## src/rtl/fm_float_pipe.sv

```systemverilog
// Three-stage floating-point multiplier with radix-4 Booth partial products,
// optional per-product column truncation, and a valid/ready output handshake.
module fm_float_pipe #(
  parameter int EXP_W = 8,
  parameter int MAN_W = 10,
  parameter int TRUNC = MAN_W,
  parameter int CNT_W = 16
) (
  input  logic                   clk,
  input  logic                   rst,
  input  logic                   in_valid,
  output logic                   in_ready,
  input  logic [EXP_W+MAN_W:0]   a,
  input  logic [EXP_W+MAN_W:0]   b,
  output logic                   out_valid,
  input  logic                   out_ready,
  output logic [EXP_W+MAN_W:0]   result,
  output logic [3:0]             flags,
  output logic [CNT_W-1:0]       res_cnt
);

  localparam int W     = 1 + EXP_W + MAN_W;
  localparam int SIG_W = MAN_W + 2;
  localparam int NPP   = (SIG_W + 1) / 2;
  localparam int BX_W  = 2 * NPP + 1;
  localparam int P_W   = 2 * MAN_W + 2;
  localparam int SW    = 2 * MAN_W + 8;
  localparam int EW    = EXP_W + 2;
  localparam int BIAS  = (1 << (EXP_W - 1)) - 1;
  localparam int EMAX  = (1 << EXP_W) - 1;
  localparam logic [MAN_W-1:0] QNAN_M = MAN_W'(1) << (MAN_W - 1);

  logic adv;

  // ---------------- S1: decode, classify, Booth partial products
  logic [EXP_W-1:0] ea, eb;
  logic [MAN_W-1:0] ma, mb;
  logic             a_zero, a_inf, a_nan, b_zero, b_inf, b_nan;
  logic [SIG_W-1:0] sig_a, sig_b;
  logic [BX_W-1:0]  bx;
  logic signed [SW-1:0] ax1, ax2, pp_sel;
  logic signed [SW-1:0] pp_d [NPP];
  logic signed [SW-1:0] pp_q [NPP];
  logic signed [EW-1:0] e_d, s1_e_q;
  logic s1_valid_q, s1_sign_q, s1_nan_q, s1_inf_q, s1_zero_q;
  logic nan_d, inf_d, zero_d;

  assign ea = a[W-2:MAN_W];
  assign eb = b[W-2:MAN_W];
  assign ma = a[MAN_W-1:0];
  assign mb = b[MAN_W-1:0];

  assign a_zero = (ea == '0);
  assign b_zero = (eb == '0);
  assign a_inf  = (ea == '1) && (ma == '0);
  assign b_inf  = (eb == '1) && (mb == '0);
  assign a_nan  = (ea == '1) && (ma != '0);
  assign b_nan  = (eb == '1) && (mb != '0);

  assign nan_d  = a_nan | b_nan | (a_inf & b_zero) | (b_inf & a_zero);
  assign inf_d  = a_inf | b_inf;
  assign zero_d = a_zero | b_zero;

  assign sig_a = {2'b01, ma};
  assign sig_b = {2'b01, mb};
  // Multiplier MSB is always 0, so zero-extension keeps the Booth recoding exact.
  assign bx    = BX_W'({sig_b, 1'b0});
  assign e_d   = $signed(EW'(ea)) + $signed(EW'(eb)) - $signed(EW'(BIAS));

  always_comb begin
    ax1    = $signed(SW'(sig_a));
    ax2    = ax1 <<< 1;
    pp_sel = '0;
    for (int unsigned i = 0; i < NPP; i++) begin
      case (bx[2*i +: 3])
        3'b001, 3'b010: pp_sel = ax1;
        3'b011:         pp_sel = ax2;
        3'b100:         pp_sel = -ax2;
        3'b101, 3'b110: pp_sel = -ax1;
        default:        pp_sel = '0;
      endcase
      pp_d[i] = pp_sel <<< (2 * i);
    end
  end

  // ---------------- S2: truncated summation
  logic signed [SW-1:0] acc;
  logic [P_W-1:0]       prod_d, s2_prod_q;
  logic signed [EW-1:0] s2_e_q;
  logic s2_valid_q, s2_sign_q, s2_nan_q, s2_inf_q, s2_zero_q;

  always_comb begin
    acc = '0;
    for (int unsigned i = 0; i < NPP; i++) begin
      acc = acc + (pp_q[i] >>> TRUNC);
    end
    acc = acc <<< TRUNC;
  end

  assign prod_d = acc[P_W-1:0];

  // ---------------- S3: normalize, override, pack
  logic signed [EW-1:0] e_n;
  logic [MAN_W-1:0]     m_n;
  logic [W-1:0]         result_d, result_q;
  logic [3:0]           flags_d, flags_q;
  logic                 out_valid_q;
  logic [CNT_W-1:0]     cnt_q;

  always_comb begin
    if (s2_prod_q[P_W-1]) begin
      m_n = s2_prod_q[P_W-2 -: MAN_W];
      e_n = s2_e_q + $signed(EW'(1));
    end else begin
      m_n = s2_prod_q[P_W-3 -: MAN_W];
      e_n = s2_e_q;
    end
    result_d = {s2_sign_q, e_n[EXP_W-1:0], m_n};
    flags_d  = '0;
    if (s2_nan_q) begin
      result_d = {1'b0, {EXP_W{1'b1}}, QNAN_M};
      flags_d  = 4'b1000;
    end else if (s2_inf_q) begin
      result_d = {s2_sign_q, {EXP_W{1'b1}}, {MAN_W{1'b0}}};
      flags_d  = 4'b0100;
    end else if (s2_zero_q) begin
      result_d = {s2_sign_q, {(W-1){1'b0}}};
    end else if (e_n >= $signed(EW'(EMAX))) begin
      result_d = {s2_sign_q, {EXP_W{1'b1}}, {MAN_W{1'b0}}};
      flags_d  = 4'b0110;
    end else if (e_n <= $signed(EW'(0))) begin
      result_d = {s2_sign_q, {(W-1){1'b0}}};
      flags_d  = 4'b0001;
    end
  end

  logic unused_bits;
  assign unused_bits = ^{acc[SW-1:P_W], s2_prod_q[MAN_W-1:0]};

  assign adv       = !out_valid_q || out_ready;
  assign in_ready  = adv;
  assign out_valid = out_valid_q;
  assign result    = result_q;
  assign flags     = flags_q;
  assign res_cnt   = cnt_q;

  // Control and output registers
  always_ff @(posedge clk) begin
    if (rst) begin
      s1_valid_q  <= 1'b0;
      s2_valid_q  <= 1'b0;
      out_valid_q <= 1'b0;
      result_q    <= '0;
      flags_q     <= '0;
      cnt_q       <= '0;
    end else begin
      if (out_valid_q && out_ready) cnt_q <= cnt_q + CNT_W'(1);
      if (adv) begin
        s1_valid_q  <= in_valid;
        s2_valid_q  <= s1_valid_q;
        out_valid_q <= s2_valid_q;
        result_q    <= result_d;
        flags_q     <= flags_d;
      end
    end
  end

  // Datapath registers; contents are only meaningful alongside their valid bit
  always_ff @(posedge clk) begin
    if (adv) begin
      s1_sign_q <= a[W-1] ^ b[W-1];
      s1_nan_q  <= nan_d;
      s1_inf_q  <= inf_d;
      s1_zero_q <= zero_d;
      s1_e_q    <= e_d;
      pp_q      <= pp_d;
      s2_sign_q <= s1_sign_q;
      s2_nan_q  <= s1_nan_q;
      s2_inf_q  <= s1_inf_q;
      s2_zero_q <= s1_zero_q;
      s2_e_q    <= s1_e_q;
      s2_prod_q <= prod_d;
    end
  end

endmodule

```

## config.mk

```make
export PLATFORM = sky130hd
export DESIGN_NAME = fm_float_pipe
export DESIGN_NICKNAME = d
export VERILOG_FILES = /design/src/rtl/fm_float_pipe.sv
export SDC_FILE = /design/constraint.sdc
export NUM_CORES = 1
export LEC_CHECK = 0
export CAP_MARGIN = 25
export CORE_ASPECT_RATIO = 0.75
export CORE_MARGIN = 2
export CORE_UTILIZATION = 53
export CTS_CLUSTER_DIAMETER = 150
export DETAILED_ROUTE_END_ITERATION = 10
export PLACE_DENSITY = 0.84
export RECOVER_POWER = 100
export REMOVE_ABC_BUFFERS = 1
export SETUP_SLACK_MARGIN = 0.3
export SYNTH_ARGS = -nofsm -noshare
export SYNTH_HDL_FRONTEND = slang
export SYNTH_SLANG_ARGS = --single-unit
```

## constraint.sdc

```tcl
create_clock -name clk -period 6.35 [get_ports clk]
set_input_delay 1.905 -clock clk [delete_from_list [all_inputs] [get_ports clk]]
set_output_delay 1.905 -clock clk [all_outputs]
set_load 0.03 [all_outputs]
```

==> impl_metrics.json, run 1 <==
{
  "cts_tree": "done",
  "num_vias": 6302,
  "post_cts_resized": 0,
  "gr-total-overflow": 0,
  "cp_max_fo": 2,
  "drive_gt1_share_pct": 8.057,
  "hold_class": "reg -> reg",
  "global_route.usage.met1_pct": 32.81,
  "timing.hold.worst_endpoint": "s2_inf_q",
  "timing.critical_path.mode_cell": "sky130_fd_sc_hd__dlygate4sd3_1",
  "h-tree-depth": 4,
  "slowest_stage": "sky130_fd_sc_hd__dlygate4sd3_1",
  "vdd.ir_drop.worst_mv": 0.2101,
  "grt_setup_unrepaired": "false",
  "post_synth_num_cell_types": 74,
  "worstSetupPathType": "in -> out",
  "clock_sink_count": 129,
  "final.setup.worst_slack_ps": 903.5,
  "pin_count_of_the_biggest_net_entering_global_routing": 78,
  "track_usage_pct": 22.23,
  "core_um2": 15370,
  "clock_path_buffers": 2,
  "synth_enable_flop_cells": 87,
  "worst_skew_late_latency_ps": 420,
  "cpPeakStageDelay_ps": 700,
  "floorplan.rows": 39,
  "route.detailed.wl_per_inst_um": 15.81,
  "placed_cell_area_um2": 9358,
  "grt.met3_usage_pct": 5.444,
  "achievable-frequency_ghz": 0.1836,
  "worst_hold_startpoint": "s1_inf_q",
  "power_density_nw_per_um2": 358.7,
  "synthesis.area_um2": 8401,
  "synth_area_leader_cell": "sky130_fd_sc_hd__edfxtp_1",
  "timing_max_transition_violations_final": 78,
  "synth_top_area_share_pct": 31.10,
  "synth_top_cells_by_count": "sky130_fd_sc_hd__inv_1 (101), sky130_fd_sc_hd__edfxtp_1 (87), sky130_fd_sc_hd__nor2_1 (65), sky130_fd_sc_hd__nand2_1 (63), sky130_fd_sc_hd__dfxtp_1 (42)",
  "worstPathRequired_ps": 4450,
  "yosys.cell_count.top_type": "sky130_fd_sc_hd__inv_1",
  "worstPathCellList": "dlygate4sd3_1 -> nor2b_1 -> clkinvlp_2 -> dlygate4sd3_1",
  "cts_root_buffer": "sky130_fd_sc_hd__clkbuf_16",
  "antenna_violating_nets_post_route": 0,
  "dominantRegCellSynth": "sky130_fd_sc_hd__edfxtp_1",
  "status": "finished with violations",
  "drt-vias-per-instance": 5.672,
  "syn-instance-count": 826,
  "timing.setup.tns_ps": 0,
  "fillers": 1191,
  "crit_family": "buffers and inverters",
  "ys_seq_area_share_pct": 41.11,
  "ys_async_sr_fraction_pct": 0,
  "finalCriticalPeriod_ps": 5447,
  "cts_hold_buffers_added": 0,
  "finalHoldViolations": 0,
  "hold_depth": 0,
  "wirelength_um": 17560,
  "timing.max_cap.violations": 1,
  "drc": 0,
  "ff2ff_setup_slack_ps": 2250,
  "grt_pass1_wl_um": 29500,
  "yosys-top-cells-area": "sky130_fd_sc_hd__edfxtp_1 (31%), sky130_fd_sc_hd__dfxtp_1 (10%), sky130_fd_sc_hd__fa_1 (9.5%)",
  "cts.reportedPaths.clkPinSlew_ps": 50,
  "layout.nets": 1003,
  "skew_ps": 11.69,
  "grt_most_used_layer": "met2",
  "synth_seq_cells": 129,
  "period_share_pct": 85.77,
  "cts_inserted_buffers": 17,
  "drtIter0Drc": 447,
  "crit_path_start_kind": "primary input",
  "setup_viol": 0,
  "leakage_nw": 4.130,
  "globalplace.congestion": 0.9401,
  "io-pin-count": 83,
  "synth_area_per_cell_um2": 10.17,
  "synth.yosys.warnings": 0,
  "postCtsSetupRepairBufs": 0,
  "dp_hpwl_um": 12620,
  "io_buffers": 82,
  "critPathArrivalTime_ps": 3540,
  "violations": "max-capacitance violations, max-slew violations",
  "detailedRoute.firstPassIterationCount": 6,
  "critical_path.n_buffers_inverters": 3,
  "worstReg2RegEnd": "s2_prod_q[21]",
  "insertedDiodeCount": 0,
  "first_global_vias": 5960,
  "maxSlewHeadroom_pct": -25.13,
  "fp.dieArea_um2": 16880,
  "grt_antenna_before_repair": 0,
  "critical_path.reg2reg.startpoint": "pp_q[160]",
  "global_route.usage.met2_pct": 33.06,
  "start_util_pct": 54.65,
  "cp-end-kind": "output pin",
  "worstMarginPinSlew_ps": 1877,
  "die_height_um": 113.0,
  "die_x_um": 149.4,
  "placement.setup.worst_slack_ps": 1164,
  "final_std_cell_area_no_fill_um2": 9930,
  "area_growth_syn_to_layout_pct": 18.20,
  "ff_to_ff_path_depth": 14
}
[through the flow]
step / hold slack, ps / utilization [%] / power (mW) / cells
6_report: 417.9 / 64.60 / 3.561 / 1111
5_1_grt: 425.7 / 64.60 / 3.816 / 1111
4_1_cts: 417.6 / 64.92 / 3.602 / 1111
3_5_place_dp: 404.5 / 60.88 / 2.585 / 1079
3_3_place_gp: 400.5 / 60.88 / 2.510 / 1079
2_1_floorplan: 400.3 / - / 2.217 / 784
[where the power goes]
part           internal [mW]  switching [mW]
Clock                  0.645           0.358
Sequential              1.12          0.0793
Combinational          0.600           0.762
[worst max-delay path by stage]
stage | start | endpoint | slack (ps) | cells past startpoint
floorplan | out_ready | in_ready | 160 | 2
global placement | out_ready | in_ready | 1160 | 4
detailed placement | out_ready | in_ready | 1160 | 4
CTS | out_ready | in_ready | 1150 | 4
global route | out_ready | result[9] | 760 | 8
finish | out_ready | in_ready | 900 | 4
[layer usage]
layer  vias to the layer above  routed length, um
li1                       3034                  -
met1                      2967               7977
met2                       273               7802
met3                        28               1530
met4                         0                252
met5                         -                  0
[layout by cell type, fill, tap and decap left out, types with 13 or more instances in the layout]
cell,Yosys,routed
sky130_fd_sc_hd__dlygate4sd3_1,0,50
sky130_fd_sc_hd__nand2_1,63,64
sky130_fd_sc_hd__nor2_1,65,65
sky130_fd_sc_hd__o21ai_0,30,34
sky130_fd_sc_hd__clkdlybuf4s50_1,0,31
sky130_fd_sc_hd__xnor2_1,34,34
sky130_fd_sc_hd__inv_1,101,100
sky130_fd_sc_hd__mux2_2,15,13
sky130_fd_sc_hd__xor2_1,30,30
sky130_fd_sc_hd__a21oi_1,41,41
sky130_fd_sc_hd__edfxtp_1,87,87
sky130_fd_sc_hd__fa_1,40,40
sky130_fd_sc_hd__mux2i_1,18,18
sky130_fd_sc_hd__dfxtp_1,42,42
sky130_fd_sc_hd__clkbuf_16,0,19
sky130_fd_sc_hd__a221oi_1,13,13
sky130_fd_sc_hd__ha_1,28,28
[worst register-to-register path: stages, from the launching register on]
cell and delay (ps):
sky130_fd_sc_hd__edfxtp_1 410, sky130_fd_sc_hd__inv_1 120, sky130_fd_sc_hd__fa_1 510, sky130_fd_sc_hd__inv_1 50, sky130_fd_sc_hd__fa_1 470, sky130_fd_sc_hd__inv_1 50
sky130_fd_sc_hd__fa_1 580, sky130_fd_sc_hd__inv_1 60, sky130_fd_sc_hd__ha_1 280, sky130_fd_sc_hd__a21o_1 200, sky130_fd_sc_hd__a211oi_1 230, sky130_fd_sc_hd__nor2_1 110
sky130_fd_sc_hd__o41ai_1 420, sky130_fd_sc_hd__o21ai_0 200, sky130_fd_sc_hd__xnor2_1 150
[final cells by class]
cell class,count,area [um^2],area share [%]
Inverter,102,384.1,3.868
Multi-Input combinational cell,553,4357,43.88
Timing Repair Buffer,90,858.3,8.644
Sequential cell,129,3453,34.78
Tap cell,205,256.5,2.583
Clock buffer,21,503.0,5.066
Clock inverter,11,117.6,1.184
[cells by family (layout without fill, tap and decap cells)]
kind of cell / after synthesis / after routing / synth area share (%)
multiplexers: 33 / 33 / 4.155
XOR/XNOR: 65 / 65 / 7.000
AND/OR/NAND/NOR: 231 / 231 / 14.28
adder cells (fa/ha/maj): 70 / 70 / 13.97
buffers and inverters: 144 / 224 / 6.658
flip-flops: 129 / 129 / 41.11
AO/OA/AOI/OAI: 154 / 154 / 12.82
[flip-flops by register name, indices dropped and copies added, names as in the netlist, 4 cells and up]
register and count:
pp_q 47, result 19, res_cnt 16, s2_prod_q 12, s1_e_q 10, s2_e_q 10
flags 4
Note: power is estimated with default switching activity, not from simulation.
==> inputs of run 2 (changes only) <==
--- a/config.mk
+++ b/config.mk
@@ -10,6 +10,7 @@
 export CORE_MARGIN = 2
 export CORE_UTILIZATION = 53
 export CTS_CLUSTER_DIAMETER = 150
+export CTS_CLUSTER_SIZE = 8
 export DETAILED_ROUTE_END_ITERATION = 10
 export PLACE_DENSITY = 0.84
 export RECOVER_POWER = 100
==> results of run 2 <==
Same layout as run 1: the final DEF is identical, and so are final timing and power.
